**config.mk**
```make
export PLATFORM = sky130hd
export DESIGN_NAME = ripple_counter_monitor
export DESIGN_NICKNAME = d
export VERILOG_FILES = /design/src/rtl/ripple_counter_monitor_pkg.sv /design/src/rtl/ripple_counter_monitor_bit_synchronizer.sv /design/src/rtl/ripple_counter_monitor.sv
export SDC_FILE = /design/constraint.sdc
export NUM_CORES = 1
export LEC_CHECK = 0
export ABC_CLOCK_PERIOD_IN_PS = 2200
export CORE_ASPECT_RATIO = 0.6
export CORE_UTILIZATION = 47
export DETAILED_ROUTE_END_ITERATION = 16
export PLACE_DENSITY = 0.78
export SYNTH_ARGS = -nofsm -noshare
export SYNTH_HDL_FRONTEND = slang
export SYNTH_SLANG_ARGS = --single-unit
```
**constraint.sdc**
```tcl
create_clock -name clock -period 2.2 [get_ports clock]
set_clock_uncertainty 0.2 [all_clocks]
set_input_delay 0.44 -clock clock [delete_from_list [all_inputs] [get_ports clock]]
set_output_delay 0.44 -clock clock [all_outputs]
set_load 0.01 [all_outputs]
```
**src/rtl/ripple_counter_monitor_pkg.sv**
```systemverilog
// Shared types and constants for the ripple counter monitor.
// Holds the FSM encoding, datapath widths and the saturating wrap increment.
package ripple_counter_monitor_pkg;

    localparam int COUNT_W = 4;
    localparam int WRAP_W  = 8;
    localparam int STAB_W  = 3;

    localparam logic [WRAP_W-1:0] WRAP_MAX = '1;

    typedef enum logic [1:0] {
        DISABLED = 2'd0,
        ACQUIRE  = 2'd1,
        TRACK    = 2'd2
    } mon_state_e;

    // Wrap counter never rolls over; saturation is reported separately.
    function automatic logic [WRAP_W-1:0] wrap_inc(input logic [WRAP_W-1:0] v);
        return (v == WRAP_MAX) ? v : v + WRAP_W'(1);
    endfunction

endpackage

```
**src/rtl/ripple_counter_monitor_bit_synchronizer.sv**
```systemverilog
// Single-bit flop chain bringing one asynchronous counter bit into the clock domain.
// Output is the last stage; all stages clear on reset.
module bit_synchronizer #(
    parameter int STAGES = 2
) (
    input  logic clock,
    input  logic reset_n,
    input  logic d,
    output logic q
);

    logic [STAGES-1:0] chain;

    always_ff @(posedge clock or negedge reset_n) begin
        if (!reset_n) chain <= '0;
        else          chain <= {chain[STAGES-2:0], d};
    end

    assign q = chain[STAGES-1];

endmodule

```
**src/rtl/ripple_counter_monitor.sv**
```systemverilog
// Monitors an asynchronous 4-bit ripple counter: synchronizes, filters ripple
// glitches by requiring stable samples, and counts wrap-arounds.
module ripple_counter_monitor
    import ripple_counter_monitor_pkg::*;
#(
    parameter int SYNC_STAGES   = 2,
    parameter int STABLE_CYCLES = 2
) (
    input  logic               clock,
    input  logic               reset_n,
    input  logic [COUNT_W-1:0] cnt_in,
    input  logic               enable,
    input  logic               clear,
    output logic [COUNT_W-1:0] count_out,
    output logic               count_valid,
    output logic               wrap_pulse,
    output logic [WRAP_W-1:0]  wrap_count,
    output logic               wrap_sat
);

    localparam logic [STAB_W-1:0] STAB_MAX = STAB_W'(STABLE_CYCLES);

    logic [COUNT_W-1:0] sync_s;
    logic [COUNT_W-1:0] s_prev;
    logic [STAB_W-1:0]  stab_q;
    logic [STAB_W-1:0]  stab_cur;
    logic               accept;

    mon_state_e state_q, state_d;
    logic       take;
    logic       eval_wrap;
    logic       is_wrap;
    logic       do_clear;

    for (genvar i = 0; i < COUNT_W; i++) begin : g_sync
        bit_synchronizer #(.STAGES(SYNC_STAGES)) u_sync (
            .clock   (clock),
            .reset_n (reset_n),
            .d       (cnt_in[i]),
            .q       (sync_s[i])
        );
    end

    // Stability count including the current sample; keeps running while disabled.
    always_comb begin
        stab_cur = stab_q;
        if (sync_s != s_prev)      stab_cur = STAB_W'(1);
        else if (stab_q < STAB_MAX) stab_cur = stab_q + STAB_W'(1);
    end

    always_ff @(posedge clock or negedge reset_n) begin
        if (!reset_n) begin
            s_prev <= '0;
            stab_q <= '0;
        end else begin
            s_prev <= sync_s;
            stab_q <= stab_cur;
        end
    end

    assign accept = (stab_cur == STAB_MAX) && (sync_s != count_out);

    always_ff @(posedge clock or negedge reset_n) begin
        if (!reset_n) state_q <= DISABLED;
        else          state_q <= state_d;
    end

    always_comb begin
        state_d = state_q;
        case (state_q)
            DISABLED: if (enable) state_d = ACQUIRE;
            ACQUIRE:  if (!enable) state_d = DISABLED;
                      else if (accept) state_d = TRACK;
            TRACK:    if (!enable) state_d = DISABLED;
            default:  state_d = DISABLED;
        endcase
    end

    // The first acceptance after (re)enable only establishes a baseline.
    always_comb begin
        take      = 1'b0;
        eval_wrap = 1'b0;
        case (state_q)
            ACQUIRE: take = enable && accept;
            TRACK: begin
                take      = enable && accept;
                eval_wrap = 1'b1;
            end
            default: ;
        endcase
    end

    assign is_wrap  = take && eval_wrap && (sync_s < count_out);
    assign do_clear = enable && clear;

    always_ff @(posedge clock or negedge reset_n) begin
        if (!reset_n) begin
            count_out   <= '0;
            count_valid <= 1'b0;
            wrap_pulse  <= 1'b0;
        end else begin
            if (take) count_out <= sync_s;
            count_valid <= take;
            wrap_pulse  <= is_wrap;
        end
    end

    // Clear takes priority over a coincident wrap; the pulse still fires.
    always_ff @(posedge clock or negedge reset_n) begin
        if (!reset_n) begin
            wrap_count <= '0;
            wrap_sat   <= 1'b0;
        end else if (do_clear) begin
            wrap_count <= '0;
            wrap_sat   <= 1'b0;
        end else if (is_wrap) begin
            wrap_count <= wrap_inc(wrap_count);
            if (wrap_count == WRAP_MAX) wrap_sat <= 1'b1;
        end
    end

endmodule

```
After elaboration in Yosys (flattened, before gate mapping)
Index checks and enable logic that the tools add are counted.
{"block": "word_totals", "reg_bits": 32, "inputBits": 8, "out_inout_bits": 15, "word_cells": 53}
{"block": "classes", "add_sub_neg": 2, "magnitude_cmp": 2, "eq_ne": 10, "mux": 15, "reduce_logical": 12}
{"operator": "$mux W8", "n": 3}
{"operator": "$add A8 B1 Y8 const B", "n": 1}
{"operator": "$eq A8 B8 Y1 const B", "n": 1}
{"operator": "$mux W2", "n": 4}
{"operator": "$ne A4 B4 Y1", "n": 2}
{"operator": "$mux W3", "n": 2}
{"operator": "$ne A2 B2 Y1 const B", "n": 3}
{"operator": "$pmux W2 S3", "n": 1}
{"operator": "$logic_and A1 B1 Y1", "n": 5}
{"operator": "$mux W1", "n": 5}
{"operator": "$lt A4 B4 Y1", "n": 1}
{"operator": "$reduce_and A2 Y1", "n": 2}
{"operator": "$reduce_bool A2 Y1", "n": 2}
{"operator": "$add A3 B1 Y3 const B", "n": 1}
{"operator": "$eq A3 B2 Y1 const B", "n": 1}
{"operator": "$lt A3 B2 Y1 const B", "n": 1}
{"operator": "$ne A3 B3 Y1 const B", "n": 1}
{"operator": "$reduce_and A3 Y1", "n": 1}
{"operator": "$eq A2 B1 Y1 const B", "n": 1}
{"operator": "$eq A2 B2 Y1 const B", "n": 1}
{"operator": "$logic_not A2 Y1", "n": 1}
{"operator": "$reduce_or A2 Y1", "n": 1}

Longest topological paths before layout
Gate-level depths: netlist of the first run.
{"block": "depth", "depth_word": 11, "mapped_depth": 10, "depth_no_buf": 8}

By module
From an unflattened synthesis of the first run, not the netlist that was laid out.
{"block": "hier_totals", "cells_unflattened": 140, "area_unflattened_um2": 1586.5}
{"mod": "ripple_counter_monitor", "instances": 1, "cells_per_inst": 132, "area_per_inst_um2": 1386.3, "seq_area_each_um2": 600.6}
{"mod": "bit_synchronizer", "instances": 4, "cells_per_inst": 2, "area_per_inst_um2": 50.0, "seq_area_each_um2": 50.0}

Worst setup path before layout of the first run
No wires, ideal clock.
{"block": "synth_timing", "kind": "reg2reg", "start": "register count_out[1]", "end": "register wrap_count[7]", "setup_time_ns": 0.078, "arrival_time_ns": 2.106, "required_time_ns": 1.922, "setup_slack_ns": -0.184, "stages_incl_launch_ff": 9, "path_buffers": 1, "period_less_slack_ns": 2.384, "cell_sequence": "dfrtp_1 > inv_1 > ha_1 > nand4_1 > o2111ai_1 > or4_1 > buf_2 > or4_1 > a21oi_1"}
{"block": "synth_via", "elab_chain_cells": 8, "word_cells_on_any_way": 9, "cone_classes": "1 x order compare; 1 x eq/ne; 1 x mux; 6 x reduce/logical"}
{"element": "from (decl)", "line": "ripple_counter_monitor.sv:14", "rtl": "output logic [COUNT_W-1:0] count_out,"}
{"element": "from (signal assigned)", "line": "ripple_counter_monitor.sv:102", "rtl": "if (take) count_out <= sync_s;"}
{"element": "$ne A4 B4 Y1", "line": "ripple_counter_monitor.sv:61", "rtl": "assign accept = (stab_cur == STAB_MAX) && (sync_s != count_out);"}
{"element": "$logic_and A1 B1 Y1", "line": "ripple_counter_monitor.sv:61"}
{"element": "$logic_and A1 B1 Y1", "line": "ripple_counter_monitor.sv:84, ripple_counter_monitor.sv:86"}
{"element": "$mux W1"}
{"element": "$logic_and A1 B1 Y1", "line": "ripple_counter_monitor.sv:93", "rtl": "assign is_wrap = take && eval_wrap && (sync_s < count_out);"}
{"element": "$logic_and A1 B1 Y1 (*)", "line": "ripple_counter_monitor.sv:93"}
{"element": "$reduce_bool A2 Y1 (no source line) (*)"}
{"element": "$reduce_and A2 Y1 (no source line) (*)"}
{"element": "to (signal assigned)", "line": "ripple_counter_monitor.sv:117", "rtl": "wrap_count <= wrap_inc(wrap_count);"}
{"element": "to (decl)", "line": "ripple_counter_monitor.sv:17", "rtl": "output logic [WRAP_W-1:0] wrap_count,"}
Every way passes the cells marked *; elsewhere a longest branch is shown, timed or not.
A chain may end at the register's enable or synchronous reset.

Worst setup path after layout of the first run
{"block": "layout_timing", "start": "register count_out[3]", "end": "register wrap_count[4]"}
Same word-level chain as after synthesis.

==> results of run 1 <==
[layer usage]
metal  vias to the layer above  global-route usage, %  routed length, um
met5                         -                      0                  0
met4                         0                   9.43                 78
met3                        12                   11.1                431
met2                        76                   40.5               1860
met1                       648                   30.3               1530
li1                        600                      -                  -
[area by class of cell]
type / instances / area (um^2) / area share, %
multi-input cells: 92 / 729 / 32.7
flip-flops and latches: 32 / 801 / 35.9
clock inverters: 3 / 42.5 / 1.91
well taps: 42 / 52.6 / 2.36
repair buffers: 55 / 499 / 22.4
clock buffers: 5 / 68.8 / 3.08
inverters: 10 / 37.5 / 1.68
[placed cells by master, fill, tap and decap left out, types with 2 or more instances in the layout]
| master | n |
|---|---|
| nor2_1 | 8 |
| clkdlybuf4s50_1 | 22 |
| buf_4 | 27 |
| a21oi_1 | 8 |
| ha_1 | 6 |
| o21ai_1 | 2 |
| buf_6 | 5 |
| clkbuf_8 | 5 |
| o21ai_2 | 2 |
| ha_4 | 3 |
| nand2_1 | 11 |
| nand2b_1 | 2 |
| a21oi_2 | 2 |
| inv_1 | 7 |
| inv_2 | 3 |
| or4_1 | 3 |
| a31oi_1 | 3 |
| dfrtp_1 | 32 |
| xnor2_2 | 4 |
| o31ai_1 | 3 |
| nand3_1 | 5 |
| o21ai_0 | 4 |
| or4_4 | 2 |
| nor2b_1 | 2 |
| nand4_1 | 2 |
| or2_2 | 2 |
[cells by family after synthesis]
family | Yosys count | synth area share (%)
AND/OR/NAND/NOR | 46 | 16.5
flip-flops | 32 | 53.5
AO/OA/AOI/OAI | 31 | 12.6
buffers and inverters | 14 | 4.18
adder cells (fa/ha/maj) | 9 | 7.53
XOR/XNOR | 5 | 4.93
multiplexers | 1 | 0.752
[registers in the layout (all words and copies together), names as in the netlist, 2 cells and up]
| name | flops |
|---|---|
| g_sync.u_sync.chain | 8 |
| wrap_count | 8 |
| count_out | 4 |
| s_prev | 4 |
| stab_q | 3 |
| state_q | 2 |
[synthesized netlist by cell type]
cell type  count  share of area [%]
nor3b_1        1               0.50
nand2b_1       2               0.84
xnor2_2        4                4.3
o211ai_1       1               0.50
nor3_1         1               0.33
mux2_2         1               0.75
a311o_1        1               0.67
buf_6          1               0.75
o21ai_0        8                2.7
nand4_2        1               0.84
a311oi_1       1               0.59
ha_1           9                7.5
buf_2          2               0.67
o31ai_1        5                2.5
o2111ai_1      1               0.59
dfrtp_1       32                 54
or3_1          1               0.42
nor2b_1        2               0.84
a21o_1         1               0.50
nor2_1         9                2.3
a21oi_1       10                3.3
nand4_1        2               0.84
and2_1         1               0.42
or2b_2         1               0.59
nand3_1        5                1.7
or2_2          2               0.84
nand2_1       11                2.8
or4_1          5                2.5
xor2_1         1               0.59
a31oi_1        3                1.3
buf_1          1               0.25
inv_1         10                2.5
and3_1         2               0.84
[power breakdown]
| group | internal, mW | switching, mW | leakage [nW] |
|---|---|---|---|
| combinational | 0.314 | 0.305 | 0.525 |
| sequential | 0.645 | 0.0386 | 0.401 |
| clock | 0.335 | 0.235 | 0.0541 |
[metrics by stage]
step	utilization [%]	power [mW]	hold slack, ns
finish	75.7	1.87	0.149
global placement	66.0	1.15	0.133
global route	75.7	1.96	0.156
detailed placement	66.0	1.19	0.135
CTS	72.6	1.79	0.151
floorplan	-	0.927	-0.0556
[worst register-to-register path, delay by kind of cell, from the launching register on]
family                     cells  cell delay (ns)
AOI/OAI and AO/OA              2             0.31
adders and majority gates      1             0.20
buffers and inverters          2             0.25
DFF                            1             0.41
and+or+nand+nor                3             1.09
[what timing repair did]
action,4_1_cts,5_1_grt
setup endpoints to repair,12,15
gates resized for setup,14,14
hold buffers,0,0
pin swaps,4,5
buffers inserted,4,2
gates cloned,1,0
[how the worst min path moves through the flow]
| stage | to | start |
|---|---|---|
| after CTS | g_sync[3].u_sync.chain[1] | g_sync[3].u_sync.chain[0] |
| after global routing | g_sync[3].u_sync.chain[1] | g_sync[3].u_sync.chain[0] |
| after floorplan | count_out[0] | reset_n |
| final | g_sync[3].u_sync.chain[1] | g_sync[3].u_sync.chain[0] |
| after detailed placement | g_sync[3].u_sync.chain[1] | g_sync[3].u_sync.chain[0] |
| after global placement | g_sync[1].u_sync.chain[1] | g_sync[1].u_sync.chain[0] |
==> results.yml, run 1 <==
status:
  outcome: "finished with violations"
  failed_checks: "setup timing"
hold_path:
  min_path_type: "flop to flop"
  hold_depth: 0
cells_and_area:
  diodes: 0
  n_fill_cell: 184
  fin_area_mm2: 0.00223
  area_delta_synth_final_pct: 49.1
  layout.cells.non_filler: 239
  final_nets: 213
  drive_gt1_share_pct: 34.0
clock_tree:
  clk_latency_ns: 0.29
  htreeDepth: 2
  cts.reportedPaths.clkPinSlew_ns: 0.07
  ctsRootBufferMaster: "clkbuf_8"
  cts_buffers: 5
  cts_tree: "yes"
  clkSinkCount: 32
  clockBufferDepth: 2
critical_path:
  worstPathCellList: "inv_2, ha_4, nand4_1, o2111ai_2, or4_4, buf_6, or4_4, a21oi_2"
  endpoint: "wrap_count[4]"
  timing.rr.start: "count_out[3]"
  reg2reg_setup_slack_ns: -0.33
  crit_fanout: 6
  crit_required_ns: 2.22
  cp_num_buf_inv: 2
  path_depth: 8
  crit_path_end_kind: "flop"
  max_stage_delay_ns: 0.51
  start_kind: "flop"
  cp_data_arrival_time_ns: 2.55
  crit_path_start: "count_out[3]"
  r2r_cells: 8
  worstSetupPathType: "flop to flop"
  crit_path_frequent_cell: "or4_4"
  worst_path_max_delay_cell: "or4_4"
  rr_endpoint: "wrap_count[4]"
  path_delay_family: "simple AND/OR/NAND/NOR gates"
placement:
  placedCellCount: 224
  placed_area_mm2: 0.00195
  place_ws_ns: -0.352
  routabilityCongestion: 0.778
  place_hpwl_um: 2400
  io_buffers: 22
timing:
  fin_ws_ns: -0.325
  finalCritPeriodShare_pct: 115
  fmax_mhz: 396
  setup_viol: 15
  tightest_slew_ns: 0.432
  rsz0062_at_grt: "true"
  slew_headroom_pct: 71.2
  tns_ns: -2.36
  final.min_clock_period_ns: 2.53
  hold_viol: 0
  slew_viol_final: 0
die:
  ioPinCount: 23
  die_x_um: 74.8
  initial_core_util_pct: 50.8
  core_mm2: 0.00295
  die_area_mm2: 0.00342
  num_rows: 15
  die_h_um: 45.7
grt:
  grt_max_degree: 33
  grt_antenna_before_repair: 0
  grt_pass1_vias: 1293
  overflow: 0
  grt_first_pass_wirelength_um: 6000
  grtUsageTotal_pct: 25.2
route:
  remaining_drc_errors: 0
  avgViaCountPerCell: 5.59
  dr_total_vias: 1336
  postRouteAntennaNets: 0
  routedWlPerCell_um: 16.3
  drt_first_pass_iters: 4
  drt_iter0_markers: 80
  drt-total-wl_um: 3890
power:
  irDropWorstVdd_v: 0.000599
  p_leak_nw: 0.980
  power_density_mw_per_mm2: 839
synth:
  ys_types: 33
  seq_area_frac_synth_pct: 53.5
  netlist_area_mm2: 0.00150
  yosysWarnings: 0
  ys_ff_latch: 32
  syn_inst: 138
  syn_avg_cell_area_um2: 10.8
  synth_fp_nets: 155
job:
  cap_violations: 0
(Power assumes the default switching activity.)
==> run 2: changes to the inputs <==
--- a/config.mk
+++ b/config.mk
@@ -5,11 +5,11 @@
 export SDC_FILE = /design/constraint.sdc
 export NUM_CORES = 1
 export LEC_CHECK = 0
-export ABC_CLOCK_PERIOD_IN_PS = 2200
+export ABC_CLOCK_PERIOD_IN_PS = 2380
 export CORE_ASPECT_RATIO = 0.6
-export CORE_UTILIZATION = 47
+export CORE_UTILIZATION = 52
 export DETAILED_ROUTE_END_ITERATION = 16
-export PLACE_DENSITY = 0.78
+export PLACE_DENSITY = 0.81
 export SYNTH_ARGS = -nofsm -noshare
 export SYNTH_HDL_FRONTEND = slang
 export SYNTH_SLANG_ARGS = --single-unit
==> constraint.sdc (replaced) <==
create_clock -name clock -period 2.38 [get_ports clock]
set_clock_uncertainty 0.2 [all_clocks]
set_input_delay 0.476 -clock clock [delete_from_list [all_inputs] [get_ports clock]]
set_output_delay 0.476 -clock clock [all_outputs]
set_load 0.01 [all_outputs]
==> results.yml, run 2 (synthesis gave the netlist of run 1 again) <==
cells_and_area:
  layout.cells.non_filler: 218
  final_nets: 205
  mostFrequentLayoutCell: "dfrtp_1"
  final_cell_mix: "dfrtp_1, clkdlybuf4s50_1, buf_4"
  largestRegisters: "g_sync.u_sync.chain x8, wrap_count x8"
  drive_gt1_share_pct: 30.1
  area_delta_synth_final_pct: 42.1
  diodes: 0
critical_path:
  worst_path_max_delay_cell: "or4_4"
  reg2reg_setup_slack_ns: -0.06
  worstSetupPathType: "flop to flop"
  start_kind: "flop"
  path_depth: 8
  crit_required_ns: 2.40
  cp_data_arrival_time_ns: 2.46
  max_stage_delay_ns: 0.50
  endpoint: "wrap_count[0]"
  worstPathCellList: "inv_2, ha_4, nand4_1, o2111ai_2, or4_4, buf_6, or3_4, a21oi_2"
  timing.rr.start: "count_out[2]"
  rr_endpoint: "wrap_count[0]"
  crit_path_start: "count_out[2]"
  r2r_cells: 8
  path_delay_family: "simple AND/OR/NAND/NOR gates"
  cp_num_buf_inv: 2
  crit_fanout: 5
  crit_path_end_kind: "flop"
route:
  drt_iter0_markers: 61
  postRouteAntennaNets: 0
  drt_first_pass_iters: 11
  drt-total-wl_um: 4010
  remaining_drc_errors: 1
  routedWlPerCell_um: 18.4
  avgViaCountPerCell: 6.00
  dr_total_vias: 1308
power:
  power_density_mw_per_mm2: 727
  irDropWorstVdd_v: 0.000649
  p_leak_nw: 0.917
  power_mw: 1.55
grt:
  overflow: 0
  grt_pass1_vias: 1306
  grt_max_degree: 33
  grtUsageTotal_pct: 27.5
  grt_first_pass_wirelength_um: 6120
  grt_antenna_before_repair: 0
placement:
  placedCellCount: 210
  routabilityCongestion: 0.866
  place_hpwl_um: 2430
  io_buffers: 22
clock_tree:
  clk_latency_ns: 0.28
  cts_hold_buf: 0
  ctsRootBufferMaster: "clkbuf_8"
  cts_tree: "yes"
  clkSinkCount: 32
  cts_buffers: 5
  htreeDepth: 2
  cts.reportedPaths.clkPinSlew_ns: 0.07
  clockBufferDepth: 2
timing:
  slew_headroom_pct: 71.0
  finalCritPeriodShare_pct: 103
  fin_ws_ns: -0.0610
  tns_ns: -0.202
  fmax_mhz: 410
  final.min_clock_period_ns: 2.44
  rsz0062_at_grt: "true"
  slew_viol_final: 0
  setup_viol: 5
  hold_ws_ns: 0.148
  tightest_slew_ns: 0.432
  hold_viol: 0
status:
  failed_checks: "DRC, setup timing"
  outcome: "finished with violations"
die:
  initial_core_util_pct: 57.3
  die_h_um: 43.6
  num_rows: 14
  die_x_um: 71.3
  ioPinCount: 23
  core_mm2: 0.00261
  die_area_mm2: 0.00310
hold_path:
  min_path_type: "flop to flop"
job:
  cap_violations: 0
-- run 2: cell count changes in the layout (fill, tap and decap cells not counted), sizes merged --
cell	delta
buf	-9
bufinv	-1
clkinv	-1
clkinvlp	-1
or4	+1
-- run 2: worst min path at each step --
stage	start	end	cells past startpoint
floorplan	reset_n	count_out[0]	0
global placement	g_sync[0].u_sync.chain[0]	g_sync[0].u_sync.chain[1]	0
detailed placement	g_sync[0].u_sync.chain[0]	g_sync[0].u_sync.chain[1]	0
CTS	g_sync[0].u_sync.chain[0]	g_sync[0].u_sync.chain[1]	0
global route	g_sync[3].u_sync.chain[0]	g_sync[3].u_sync.chain[1]	0
finish	g_sync[3].u_sync.chain[0]	g_sync[3].u_sync.chain[1]	0
-- run 2: metal layers --
layer	share of wire [%]	vias to the layer above	GRT usage, %
li1	-	587	-
met1	42	640	34.6
met2	48	70	43.4
met3	8.3	11	10.9
met4	1.7	0	10.8
met5	0	-	0
-- run 2: report_power, final --
group          switching [mW]  internal [mW]  total [mW]
combinational           0.271          0.265       0.536
clock                   0.184          0.188       0.372
sequential             0.0410          0.597       0.638
-- run 2: metrics by stage --
| step | instance area, um^2 | utilization, % | setup WS (ns) |
|---|---|---|---|
| after CTS | 2040 | 78.0 | -0.0523 |
| after global routing | 2130 | 81.5 | -0.107 |
| after floorplan | 1500 | - | 0.0157 |
| after global placement | 1900 | 72.9 | -0.214 |
| final | 2130 | 81.5 | -0.0610 |
| after detailed placement | 1900 | 72.9 | -0.256 |
-- run 2: final cells by class --
class,count,area (um^2)
Tap cell,32,40.0
Sequential cell,32,801
Timing Repair Buffer,46,412
Inverter,10,37.5
Fill cell,130,483
Multi-Input combinational cell,93,768
Clock buffer,5,68.8
-- run 2: repair_timing --
action | 4_1_cts | 5_1_grt
gates resized for setup | 10 | 14
pin swaps | 14 | 8
cloned | 1 | 0
setup endpoints to repair | 8 | 8
buffers inserted | 1 | 1
==> run 3: changes to the inputs <==
--- a/config.mk
+++ b/config.mk
@@ -9,6 +9,8 @@
 export CORE_ASPECT_RATIO = 0.6
 export CORE_UTILIZATION = 52
 export DETAILED_ROUTE_END_ITERATION = 16
+export GPL_ROUTABILITY_DRIVEN = 0
+export HOLD_SLACK_MARGIN = 0.1
 export PLACE_DENSITY = 0.81
 export SYNTH_ARGS = -nofsm -noshare
 export SYNTH_HDL_FRONTEND = slang
==> results of run 3 <==
No change in the layout: final DEF, timing and power equal those of run 2.
==> variant 1 (settings of run 2) <==
`COUNT_W`: 4 -> 6.
--- a/src/rtl/ripple_counter_monitor_pkg.sv
+++ b/src/rtl/ripple_counter_monitor_pkg.sv
@@ -4,3 +4,3 @@
 
-    localparam int COUNT_W = 4;
+    localparam int COUNT_W = 6;
     localparam int WRAP_W  = 8;
Ports: changed (resized cnt_in and count_out); port bits go from 23 to 27. No check against the original RTL was run, so the function may have changed too.
==> variant 1 against run 2 <==
Sequential share of layout area rose by 1.2 points; fmax fell by 1.4%; sequential cell count rose by 8; routed wire length rose by 26%; final area rose by 22%; the flow finishes with violations (negative setup slack); die area rose by 19%; sequential power rose by 21%; count of clock-buffer cells in the layout rose by 1; highest routed layer unchanged; total power rose by 6.7%; area after synthesis rose by 20%; first-iteration DRC count rose by 87%; setup slack got worse by 0.034 ns.
==> variant 1: results (changes against run 2) <==
- Gpl congestion: 0.7480 (-14%)
- Post-Syn Nets: 185 (+19%)
- Worst r2r path cells: 6 (-2)
- Slew @ Worst Pin: 0.5110 ns (+0.07941 ns)
- Total Wirelength: 5071 um (+26%)
- Synth Area in XOR/XNOR: 2.935% (-2.0 points)
- Fraction of layout cells with a size suffix above 1: 29.41% (-0.70 points)
- Leakage power: 0.001125 uW (+23%)
- Vias in the first global route: 1,520 (+16%)
- First drt pass iteration count: 4 (-7)
- Failing checks: negative setup slack
- Overall routing resource usage: 27.14% (-0.33 points)
- Mux cell area share after synthesis: 1.118% (+0.37 points)
- FF-to-FF End: wrap_count[2]$_DFFE_PN0P_
- R2R setup slack: -0.09 ns (-0.03 ns)
- Critical Path Max Stage Delay: 0.48 ns (-0.02 ns)
- Worst r2r src: stab_q[1]$_DFF_PN0_
- Worst setup margin: -0.09461 ns (-0.03362 ns)
- Top flop regs: g_sync.u_sync.chain x12, wrap_count x8
- Placed cells: 251 (+20%)
- Outcome: finished with violations
- First-pass GRT wire length: 7141 um (+17%)
- Largest net degree at the start of global routing: 41 (+24%)
- Endpoints failing setup: 6 (+1)
- Final nets: 241 (+18%)
- Synth top cells by count: 40 x dfrtp_1, 29 x nand2_1, 11 x ha_1
variant 1: what timing repair did:
item / in CTS / in global routing
cloned: 1 / 0
buffers inserted: 5 / 2
pin swaps: 16 / 9
resized for setup: 13 / 21
setup endpoints to repair: 8 / 11
hold buffers: 0 / 0
variant 1: worst min-delay path by stage:
stage                                                      to                           startpoint  slack, ns
final                                  state_q[0]$_DFFE_PN0P_                              reset_n       0.03
after detailed placement  g_sync[5].u_sync.chain[1]$_DFF_PN0_  g_sync[5].u_sync.chain[0]$_DFF_PN0_       0.13
after CTS                                wrap_sat$_DFFE_PN0P_                              reset_n       0.05
after global routing                   state_q[0]$_DFFE_PN0P_                              reset_n       0.08
after global placement    g_sync[3].u_sync.chain[1]$_DFF_PN0_  g_sync[3].u_sync.chain[0]$_DFF_PN0_       0.13
after floorplan                      count_out[0]$_DFFE_PN0P_                              reset_n      -0.02
variant 1: worst max-delay path: cells and delay by family, from the launching register on:
kind            cells  cell delay (ns)
fa+ha+maj           1             0.27
compound gates      2             0.31
flops               1             0.42
simple gates        3             1.17
variant 1: cell type report:
cell class / instances / area share [%]
Inverter: 10 / 1.451
Sequential cell: 40 / 38.80
Multi-Input combinational cell: 111 / 35.66
Clock buffer: 6 / 3.193
Clock inverter: 2 / 0.3870
Timing Repair Buffer: 52 / 18.34
Tap cell: 45 / 2.177
variant 1: power groups by stage:
stage                     combinational [uW]  clock (uW)  sequential [uW]
after floorplan                          152           0              781
after global placement                   298           0              770
after detailed placement                 320           0              774
after CTS                                347         466              760
after global routing                     453         496              775
final                                    415         465              770
variant 1: kinds of logic (layout without fill, tap and decap cells):
logic type,Yosys count,after routing
simple gates,64,65
flops,40,40
compound gates,27,27
buf+inv,14,70
fa+ha+maj,11,11
xor+xnor,6,6
mux,2,2
variant 1: metal layers:
| metal | track usage, % | vias to the layer above | routed length (um) |
|---|---|---|---|
| li1 | - | 693 | - |
| met1 | 35.78 | 790 | 2201 |
| met2 | 44.78 | 52 | 2493 |
| met3 | 6.476 | 10 | 274 |
| met4 | 12.45 | 0 | 102 |
| met5 | 0 | - | 0 |
variant 1: metrics by stage:
step / utilization (%) / power (uW) / hold WS, ns / TNS, ns / instance area, sq um
floorplan: - / 933.0 / -0.01959 / 0 / 1797
global placement: 68.52 / 1069 / 0.1329 / -1.308 / 2236
detailed placement: 68.52 / 1094 / 0.1347 / -1.592 / 2236
CTS: 75.27 / 1574 / 0.05161 / -0.2915 / 2456
global route: 79.26 / 1724 / 0.08186 / -0.7956 / 2586
finish: 79.26 / 1650 / 0.02911 / -0.2443 / 2586
==> variant 2 (settings of run 2) <==
Made on the original files. Put one more register stage on the output `wrap_count`, cleared by the reset. The value now appears one clock later. The other outputs are not delayed to match.
--- a/src/rtl/ripple_counter_monitor.sv
+++ b/src/rtl/ripple_counter_monitor.sv
@@ -21,2 +21,4 @@
     localparam logic [STAB_W-1:0] STAB_MAX = STAB_W'(STABLE_CYCLES);
+
+    logic [WRAP_W-1:0] wrap_count_s0;
 
@@ -110,10 +112,18 @@
         if (!reset_n) begin
-            wrap_count <= '0;
+            wrap_count_s0 <= '0;
             wrap_sat   <= 1'b0;
         end else if (do_clear) begin
-            wrap_count <= '0;
+            wrap_count_s0 <= '0;
             wrap_sat   <= 1'b0;
         end else if (is_wrap) begin
-            wrap_count <= wrap_inc(wrap_count);
-            if (wrap_count == WRAP_MAX) wrap_sat <= 1'b1;
+            wrap_count_s0 <= wrap_inc(wrap_count_s0);
+            if (wrap_count_s0 == WRAP_MAX) wrap_sat <= 1'b1;
+        end
+    end
+
+    always_ff @(posedge clock or negedge reset_n) begin
+        if (!reset_n) begin
+            wrap_count <= '0;
+        end else begin
+            wrap_count <= wrap_count_s0;
         end
Formal check against the unedited RTL: not equivalent (a bounded check fails within 10 cycles, from zero or initial values and one cycle with reset_n low).
==> variant 2 against run 2 <==
Setup slack better by 0.12 ns; synthesized cell count grew 1.4%; routed wire length is 12% lower; total power grew 7.4%; area after synthesis grew 13%; critical path depth is 2 lower; core utilization decreased by 9.3 points; sequential share of layout area rose by 9.1 points; final area is 0.71% higher; sequential cell count grew 8; largest cell class unchanged; highest routed layer unchanged.
==> variant 2: results (changes against run 2) <==
- Top flop regs: g_sync.u_sync.chain x8, wrap_count x8, wrap_count_s0 x8
- Leakage power: 0.0009464 uW (+3.2%)
- Placed Area: 0.001981 sq mm (+4.1%)
- Multi-input gate area: 639.4 sq um (-17%)
- CP max FO: 5 (unchanged)
- Multi-input gates: 87 (-6.5%)
- Gpl congestion: 0.7895 (-8.8%)
- Overall routing resource usage: 22.44% (-5.0 points)
- Fill cells: 226 (+74%)
- Nonclk inv count: 9 (-1)
- Post CTS Setup Buffer Count: 0 (-1)
- Slowest cell on crit path: or4_1
- Sequential cell area share: 46.73% (+9.1 points)
- Clock buffers and inverters, area share: 4.322% (+1.1 points)
- Largest net degree at the start of global routing: 24 (-27%)
- Setup crit start: g_sync[2].u_sync.chain[1]$_DFF_PN0_
- Seq cells: 40 (+25%)
- Vias in the first global route: 1,196 (-8.4%)
- Synth cell types: 36 (+9.1%)
- Hold_ws: 0.1519 ns (+0.003529 ns)
- H-tree levels: 2 (unchanged)
- Area delta synth->final: 27.19%
- Fraction of layout cells with a size suffix above 1: 18.89% (-11 points)
- DP HPWL: 2439 um (+0.34%)
- Synth top cells by count: 40 x dfrtp_1, 11 x a21oi_1, 9 x ha_1, 9 x inv_1
- First drt pass iteration count: 4 (-7)
- Outcome: finished, final reports clean
- Fin util: 72.24% (-9.3 points)
- Buffering overhead: 15.07% (-4.3 points)
- Avg WL per Cell: 15.85 um (-14%)
- Worst Hold Endpoint: g_sync[3].u_sync.chain[1]$_DFF_PN0_
- Dominant cells by area after synthesis: dfrtp_1 59%, ha_1 6.7%, a21oi_1 3.3%
- Layout Cells excl Fill: 222 (+1.8%)
- First-pass GRT wire length: 5437 um (-11%)
- Final nets: 196 (-4.4%)
- R2R setup slack: 0.05 ns (+0.12 ns)
- Gate count after technology mapping: 140 (+1.4%)
- Worst r2r path cells: 6 (-2)
- DRT iter0 DRCs: 113 (+85%)
- Vias/cell: 5.595 (-6.8%)
- Placed cells: 207 (-1.4%)
- Worst slew margin: 65.54% (-5.4 points)
- Antenna violations before repair: 0 (unchanged)
- CP arrival: 2.34 ns (-0.12 ns)
- Layout buffer count excluding clock buffers: 36 (-22%)
- CTS-repair resized insts: 0 (-10)
- Hold_buf cts: 1 (+1)
- Post-Syn Nets: 157 (+1.3%)
- Register area: 0.001001 sq mm (+25%)
- Worst VDD drop: 0.5313 mV (-18%)
- Sequential fraction of the synthesis area: 59.44% (+5.9 points)
- Setup WS pre-CTS: -0.1002 ns (+0.1555 ns)
variant 2: changes by cell type in the layout (fill, tap and decap cells not counted), moves of 4 or more:
cell,change
or4_4,-4
nor2_1,-4
dfrtp_1,+8
xnor2_1,+5
a21oi_1,+4
buf_4,-8
nand2_1,-5
variant 2: worst register-to-register path, cell delays in order, from the launching register on:
cell and delay, ns:
dfrtp_1 0.44, ha_1 0.34, o21ai_2 0.16, a21oi_2 0.07, or3b_4 0.41, or4_1 0.49, a21oi_1 0.15
variant 2: per-layer routing:
layer | up-vias | GRT usage [%] | wire (um)
met5 | - | 0 | 0
met4 | 0 | 9.630 | 65
met3 | 7 | 6.565 | 230
met2 | 44 | 36.79 | 1706
met1 | 620 | 28.35 | 1516
li1 | 571 | - | -
variant 2: kinds of logic after synthesis:
logic type,share of synthesized area (%)
AOI/OAI and AO/OA,9.659
xor gates and xnor gates,2.600
adders and majority gates,6.687
buffers and inverters,3.863
DFF,59.44
muxes,3.269
and+or+nand+nor,14.49
variant 2: worst max path at each step:
stage	end	slack (ns)	cells after the start
2_1_floorplan	wrap_count_s0[4]$_DFFE_PN0P_	0.08	8
3_3_place_gp	wrap_count_s0[5]$_DFFE_PN0P_	-0.05	5
3_5_place_dp	wrap_count_s0[6]$_DFFE_PN0P_	-0.10	5
4_1_cts	wrap_count_s0[6]$_DFFE_PN0P_	0.003	6
5_1_grt	wrap_count_s0[6]$_DFFE_PN0P_	-0.04	7
6_report	wrap_count_s0[6]$_DFFE_PN0P_	0.05	6
variant 2: power by group:
part | internal [uW] | switching [uW]
Clock | 231 | 231
Sequential | 738 | 44.0
Combinational | 215 | 203
Total | 1180 | 478
